[src/rtl/pci_pkg.sv]
// Shared PCI definitions: arbiter state encoding, bus command codes and
// the default unused-grant timeout.
package pci_pkg;

  // Arbiter states. DEAD is the all-grants-high turnaround cycle between
  // two different owners.
  typedef enum logic [1:0] {
    ST_DEAD   = 2'd0,
    ST_PARK   = 2'd1,
    ST_GRANT  = 2'd2,
    ST_ACTIVE = 2'd3
  } arb_state_e;

  // C/BE# command encodings used by the initiators on the shared bus.
  localparam logic [3:0] CMD_READ  = 4'b0010;
  localparam logic [3:0] CMD_WRITE = 4'b0011;

  // Idle-bus clocks a granted master may waste before losing the grant.
  localparam int unsigned TIMEOUT_DEFAULT = 16;

endpackage

[src/rtl/pci_rr_pick.sv]
// Rotating-priority picker: returns the first asserted request found when
// searching upward from ptr_i, wrapping modulo N. Purely combinational.
module pci_rr_pick #(
  parameter  int N  = 4,
  localparam int IW = (N > 1) ? $clog2(N) : 1
) (
  input  logic [N-1:0]  req_i,
  input  logic [IW-1:0] ptr_i,
  output logic [IW-1:0] winner_o,
  output logic          any_o
);

  logic [IW-1:0] idx;

  // Walk the N candidates starting at ptr_i; the first hit wins.
  always_comb begin
    // NOTE: every output and temporary gets a default before the loop so no path leaves one unassigned, which would infer a latch.
    winner_o = '0;
    any_o    = 1'b0;
    idx      = ptr_i;
    for (int i = 0; i < N; i++) begin
      if (!any_o && req_i[idx]) begin
        any_o    = 1'b1;
        winner_o = idx;
      end
      idx = (idx == IW'(N - 1)) ? '0 : idx + IW'(1);
    end
  end

endmodule

[src/rtl/pci_arbiter.sv]
// Central PCI bus arbiter: one GNT# at a time, round-robin priority, bus
// parking, hidden arbitration and an unused-grant timeout. FRAME#/IRDY# are
// only observed.
module pci_arbiter
  import pci_pkg::*;
#(
  parameter  int NREQ    = 4,
  parameter  int PARK    = 0,
  parameter  int TIMEOUT = int'(TIMEOUT_DEFAULT),
  localparam int OW      = $clog2(NREQ),
  localparam int CW      = $clog2(TIMEOUT + 1)
) (
  input  logic            clk,
  input  logic            rst,
  input  logic [NREQ-1:0] req_n,
  input  logic            frame_n,
  input  logic            irdy_n,
  output logic [NREQ-1:0] gnt_n,
  output logic [OW-1:0]   owner,
  output logic            owner_valid
);

  localparam logic [NREQ-1:0] ONE           = NREQ'(1);
  localparam logic [OW-1:0]   PARK_IDX      = OW'(PARK);
  localparam logic [OW-1:0]   PARK_PTR_NEXT = OW'((PARK + 1) % NREQ);
  localparam logic [CW-1:0]   TIMEOUT_CNT   = CW'(TIMEOUT);

  arb_state_e      state_q;
  logic [NREQ-1:0] gnt_n_q;
  logic [OW-1:0]   owner_q;
  logic            owner_valid_q;
  logic [OW-1:0]   ptr_q;
  logic [CW-1:0]   idle_cnt_q;
  logic [CW-1:0]   idle_cnt_d;
  logic            idle_q;     // bus was idle on the previous edge
  logic            to_mask_q;  // previous owner timed out; skip it once

  logic [NREQ-1:0] req;
  logic [NREQ-1:0] owner_oh;
  logic [NREQ-1:0] pick_req;
  logic [OW-1:0]   win;
  logic [OW-1:0]   ptr_next;
  logic            any_req;
  logic            other_req;
  logic            owner_req;
  logic            bus_idle;
  logic            frame_fall;

  assign req        = ~req_n;
  assign owner_oh   = ONE << owner_q;
  assign other_req  = |(req & ~owner_oh);
  assign owner_req  = req[owner_q];
  assign bus_idle   = frame_n & irdy_n;
  assign frame_fall = idle_q & ~frame_n;
  assign idle_cnt_d = (idle_cnt_q == TIMEOUT_CNT) ? idle_cnt_q : idle_cnt_q + CW'(1);
  assign ptr_next   = (win == OW'(NREQ - 1)) ? '0 : win + OW'(1);

  // A master that just timed out is hidden from the picker for the one DEAD
  // cycle that follows its revocation.
  assign pick_req = req & ~(to_mask_q ? owner_oh : '0);

  pci_rr_pick #(.N(NREQ)) u_pick (
    .req_i    (pick_req),
    .ptr_i    (ptr_q),
    .winner_o (win),
    .any_o    (any_req)
  );

  assign gnt_n       = gnt_n_q;
  assign owner       = owner_q;
  assign owner_valid = owner_valid_q;

  // Arbiter FSM with registered grant outputs; reset drops every grant at once.
  always_ff @(posedge clk or negedge rst) begin
    if (!rst) begin
      state_q       <= ST_DEAD;
      gnt_n_q       <= '1;
      owner_q       <= '0;
      owner_valid_q <= 1'b0;
      ptr_q         <= '0;
      idle_cnt_q    <= '0;
      idle_q        <= 1'b1;
      to_mask_q     <= 1'b0;
    end else begin
      // NOTE: sequential state uses non-blocking assignments so every register samples pre-edge values regardless of statement order.
      idle_q    <= bus_idle;
      to_mask_q <= 1'b0;
      case (state_q)
        ST_DEAD: begin
          owner_valid_q <= 1'b1;
          if (any_req) begin
            state_q    <= ST_GRANT;
            gnt_n_q    <= ~(ONE << win);
            owner_q    <= win;
            ptr_q      <= ptr_next;
            idle_cnt_q <= '0;
          end else begin
            state_q <= ST_PARK;
            gnt_n_q <= ~(ONE << PARK_IDX);
            owner_q <= PARK_IDX;
          end
        end
        ST_PARK: begin
          if (other_req) begin
            state_q       <= ST_DEAD;
            gnt_n_q       <= '1;
            owner_valid_q <= 1'b0;
          end else if (owner_req) begin
            // Parked master asks for the bus: keep its grant, no dead cycle.
            state_q    <= ST_GRANT;
            ptr_q      <= PARK_PTR_NEXT;
            idle_cnt_q <= '0;
          end
        end
        ST_GRANT: begin
          if (frame_fall) begin
            state_q <= ST_ACTIVE;
          end else if (!owner_req) begin
            state_q       <= ST_DEAD;
            gnt_n_q       <= '1;
            owner_valid_q <= 1'b0;
          end else if (bus_idle) begin
            idle_cnt_q <= idle_cnt_d;
            if (idle_cnt_d == TIMEOUT_CNT) begin
              state_q       <= ST_DEAD;
              gnt_n_q       <= '1;
              owner_valid_q <= 1'b0;
              to_mask_q     <= 1'b1;
            end
          end
        end
        ST_ACTIVE: begin
          // Another request revokes the grant at once; the running
          // transaction finishes on its own (hidden arbitration).
          if (other_req || (bus_idle && !owner_req)) begin
            state_q       <= ST_DEAD;
            gnt_n_q       <= '1;
            owner_valid_q <= 1'b0;
          end
        end
        default: begin
          state_q       <= ST_DEAD;
          gnt_n_q       <= '1;
          owner_valid_q <= 1'b0;
        end
      endcase
    end
  end

endmodule

[config.mk]
export PLATFORM = sky130hd
export DESIGN_NAME = pci_arbiter
export DESIGN_NICKNAME = d
export VERILOG_FILES = /design/src/rtl/pci_pkg.sv /design/src/rtl/pci_rr_pick.sv /design/src/rtl/pci_arbiter.sv
export SDC_FILE = /design/constraint.sdc
export NUM_CORES = 1
export LEC_CHECK = 0
export ABC_AREA = 0
export CELL_PAD_IN_SITES_DETAIL_PLACEMENT = 0
export CELL_PAD_IN_SITES_GLOBAL_PLACEMENT = 1
export CORE_MARGIN = 1
export CORE_UTILIZATION = 27
export CTS_CLUSTER_SIZE = 28
export DETAILED_ROUTE_END_ITERATION = 16
export GPL_TIMING_DRIVEN = 0
export PLACE_DENSITY_LB_ADDON = 0.1
export SYNTH_ARGS = -nofsm -noshare
export SYNTH_HDL_FRONTEND = slang
export SYNTH_HIERARCHICAL = 1
export SYNTH_SLANG_ARGS = --single-unit
[constraint.sdc]
create_clock -name clk -period 3.9 [get_ports clk]
set_clock_uncertainty 0.1 [all_clocks]
set_input_delay 0.39 -clock clk [delete_from_list [all_inputs] [get_ports clk]]
set_output_delay 0.39 -clock clk [all_outputs]
set_load 0.01 [all_outputs]
==> out/qor.txt <==
Result of the run = completed
Initial antenna violation count = 0
Largest net degree at the start of global routing = 19
Num ports = 15
Clock-pin slew on the worst setup and hold paths = 0.07 ns
Cells after synthesis = 160
Num CTS Buffers = 3
Post-synthesis sequential area ratio = 32.9%
Post-synth top area share = 23.4%
Final Slew Violations = 0
H-tree levels = 1
Hold_sp = gnt_n[2]
Crit path launch type = primary input
RePlAce Congestion = 0.758
Initial Util = 28.7%
DR WL/cell = 13.8 um
Pwr Density = 810 nW/um2
Cells resized by post-CTS repair = 0
Root buf cell = clkbuf_8
Crit path capture type = register
Total core area = 4850 um2
First-pass GRT wire length = 5710 um
Vias per inst = 5.23
Unrepaired setup endpoints after global routing = false
R2R Path Start = owner[0]
Gr usage total = 13.8%
GRT Residual Overflow = 0
Most common cell after layout, fill and taps aside = nand2_1
Area Growth Syn to Fin = 20.1%
VDD IR max = 222 uV
CTS tree = done
CTS sink cnt = 18
Clk buf depth = 2
Number of max-cap violations = 0
Most frequent cells in the layout = nand2_1 (18), o21ai_0 (15), clkdlybuf4s50_1 (14), dfrtp_1 (13), inv_1 (12)
Vias in the first global route = 1170
Post-Layout Cell Count = 245
Post-synth EDFFs = 0
Dpl cells = 241
Chip Height = 73.8 um
Worst Hold Class = reg2reg
Final wirelength = 3380 um
Endpoints failing setup = 0
DRC = 0
Die X = 73.8 um
Critical Path AT = 3.56 ns
Max_slew headroom = 42.6%
Crit-path slowest cell = nor3_1
P_leak = 0.670 nW
Synth Net Count = 175
Critical path class = in2reg
Crit-path max FO = 10
DP Worst Slack = 0.184 ns
CP peak stage delay = 0.62 ns
Post-route antenna net violation count = 0
Post-layout nets = 194
Slew @ Worst Pin = 0.859 ns
Filler cells = 506
Final min period = 3.47 ns
Sequential Area = 457 um2
Input/output buffers = 14
Total number of vias = 1282
DPL Wire Length = 2520 um
Top cells by area, synth = dfrtp_1 (23%), dfstp_2 (9.5%), ha_1 (6.3%)
DIE AREA = 5440 um2
Rows = 25
Iter 0 DRT Violations = 75
Post-Syn Area = 1390 um2
Hold Buf Count CTS = 0
Post-CTS Setup Bufs = 0
Clock Latency Late Sink = 0.26 ns
Required time of the critical path = 3.99 ns
Fin. Hold Viols = 0
Synthesized flop and latch total = 18
YS warnings = 6
Tcrit/Tclk final = 89.0%
Max Freq = 288 MHz
Proportion of layout cells with a drive suffix above 1 = 12.9%
CP Launch Point = req_n[0]
Worst setup margin = 0.428 ns
Final setup TNS = 0 ns
Main synth FF type = dfrtp_1
Multi-input gate area = 841 um2
Yosys cell types = 49
FFs w/ async S/R, synth = 100%
Cell breakdown of the critical path = clkdlybuf4s50_1, a31oi_1, inv_1, o21ai_0, o32ai_1, nand2_1, inv_1, nor3_1, nor2_1, o21a_4, or4_1, o21ai_1
N_diodes = 0
Critical path's most frequent cell = inv_1
Avg Cell Area, Syn = 8.69 um2
Synth area leader = dfrtp_1
DRT Pass-1 Iters = 4
## worst paths after layout
path | to | slack, ns | depth (start not counted)
worst min register to register | gnt_n[2] | 0.40 | 1
worst min-delay path | gnt_n[2] | 0.40 | 1
worst max register to register | idle_cnt_q[0] | 0.45 | 13
min in group asynchronous | ptr_q[0] | 0.52 | 1
worst max-delay path | idle_cnt_q[0] | 0.43 | 12
max in group asynchronous | idle_cnt_q[0] | 2.66 | 1
## cells by family after synthesis
group | Yosys count | share of synthesized area [%]
DFF | 18 | 32.9
AOI/OAI and AO/OA | 50 | 24.3
muxes | 8 | 6.84
xor gates and xnor gates | 2 | 1.26
buffers and inverters | 19 | 6.66
and+or+nand+nor | 56 | 21.8
adders and majority gates | 7 | 6.30
## cell usage after synthesis (all sizes together), types with 3 or more instances
library cell,n
dfrtp,13
nor2b,3
mux2i,5
ha,7
nand2,18
or4,4
nor3,6
buf,5
o21ai,18
inv,12
o21a,3
a2bb2oi,3
a31oi,6
o22ai,3
nand3,7
nand2b,3
a21oi,4
dfstp,5
nor2,6
## state kept, by name (all words and copies together) (netlist names)
signal and count:
gnt_n 4, idle_cnt_q 5, to_mask_q 1, owner 2, owner_valid 1, state_q 2, idle_q 1, ptr_q 2
## metal layers
metal / wire (um) / GRT usage (%) / vias to the layer above
met1: 1820 / 20.6 / 611
met2: 1410 / 20.2 / 38
met4: 19 / 2.35 / 0
li1: - / - / 629
met5: 0 / 0 / -
met3: 131 / 3.29 / 4
## where the power goes
group,internal (mW),switching [mW],total [mW]
combinational,0.389,0.473,0.862
clock,0.0899,0.0692,0.159
sequential,0.262,0.0703,0.332
total,0.741,0.612,1.35
## area by class of cell
| class | count | share of cell area, % |
|---|---|---|
| multi-input combinational | 123 | 50.4 |
| sequential | 18 | 27.4 |
| timing repair buffer | 14 | 8.40 |
| tap | 67 | 5.02 |
| clock buffer | 4 | 3.30 |
| buffer | 7 | 2.85 |
| inverter | 12 | 2.70 |
## worst max-delay path, delay by kind of cell
family,cells,cell delay [ns]
compound gates,5,1.10
buf+inv,3,0.72
simple gates,4,1.36
## stage by stage
step / total power [mW] / instance area (um2) / util, % / hold WS (ns)
3_3_place_gp: 1.18 / 1610 / 33.3 / 0.393
2_1_floorplan: 0.965 / 1390 / - / -0.00559
6_report: 1.35 / 1670 / 34.4 / 0.404
3_5_place_dp: 1.19 / 1610 / 33.3 / 0.394
4_1_cts: 1.35 / 1670 / 34.4 / 0.407
5_1_grt: 1.47 / 1670 / 34.4 / 0.414
Note: power is estimated with default switching activity, not from simulation.
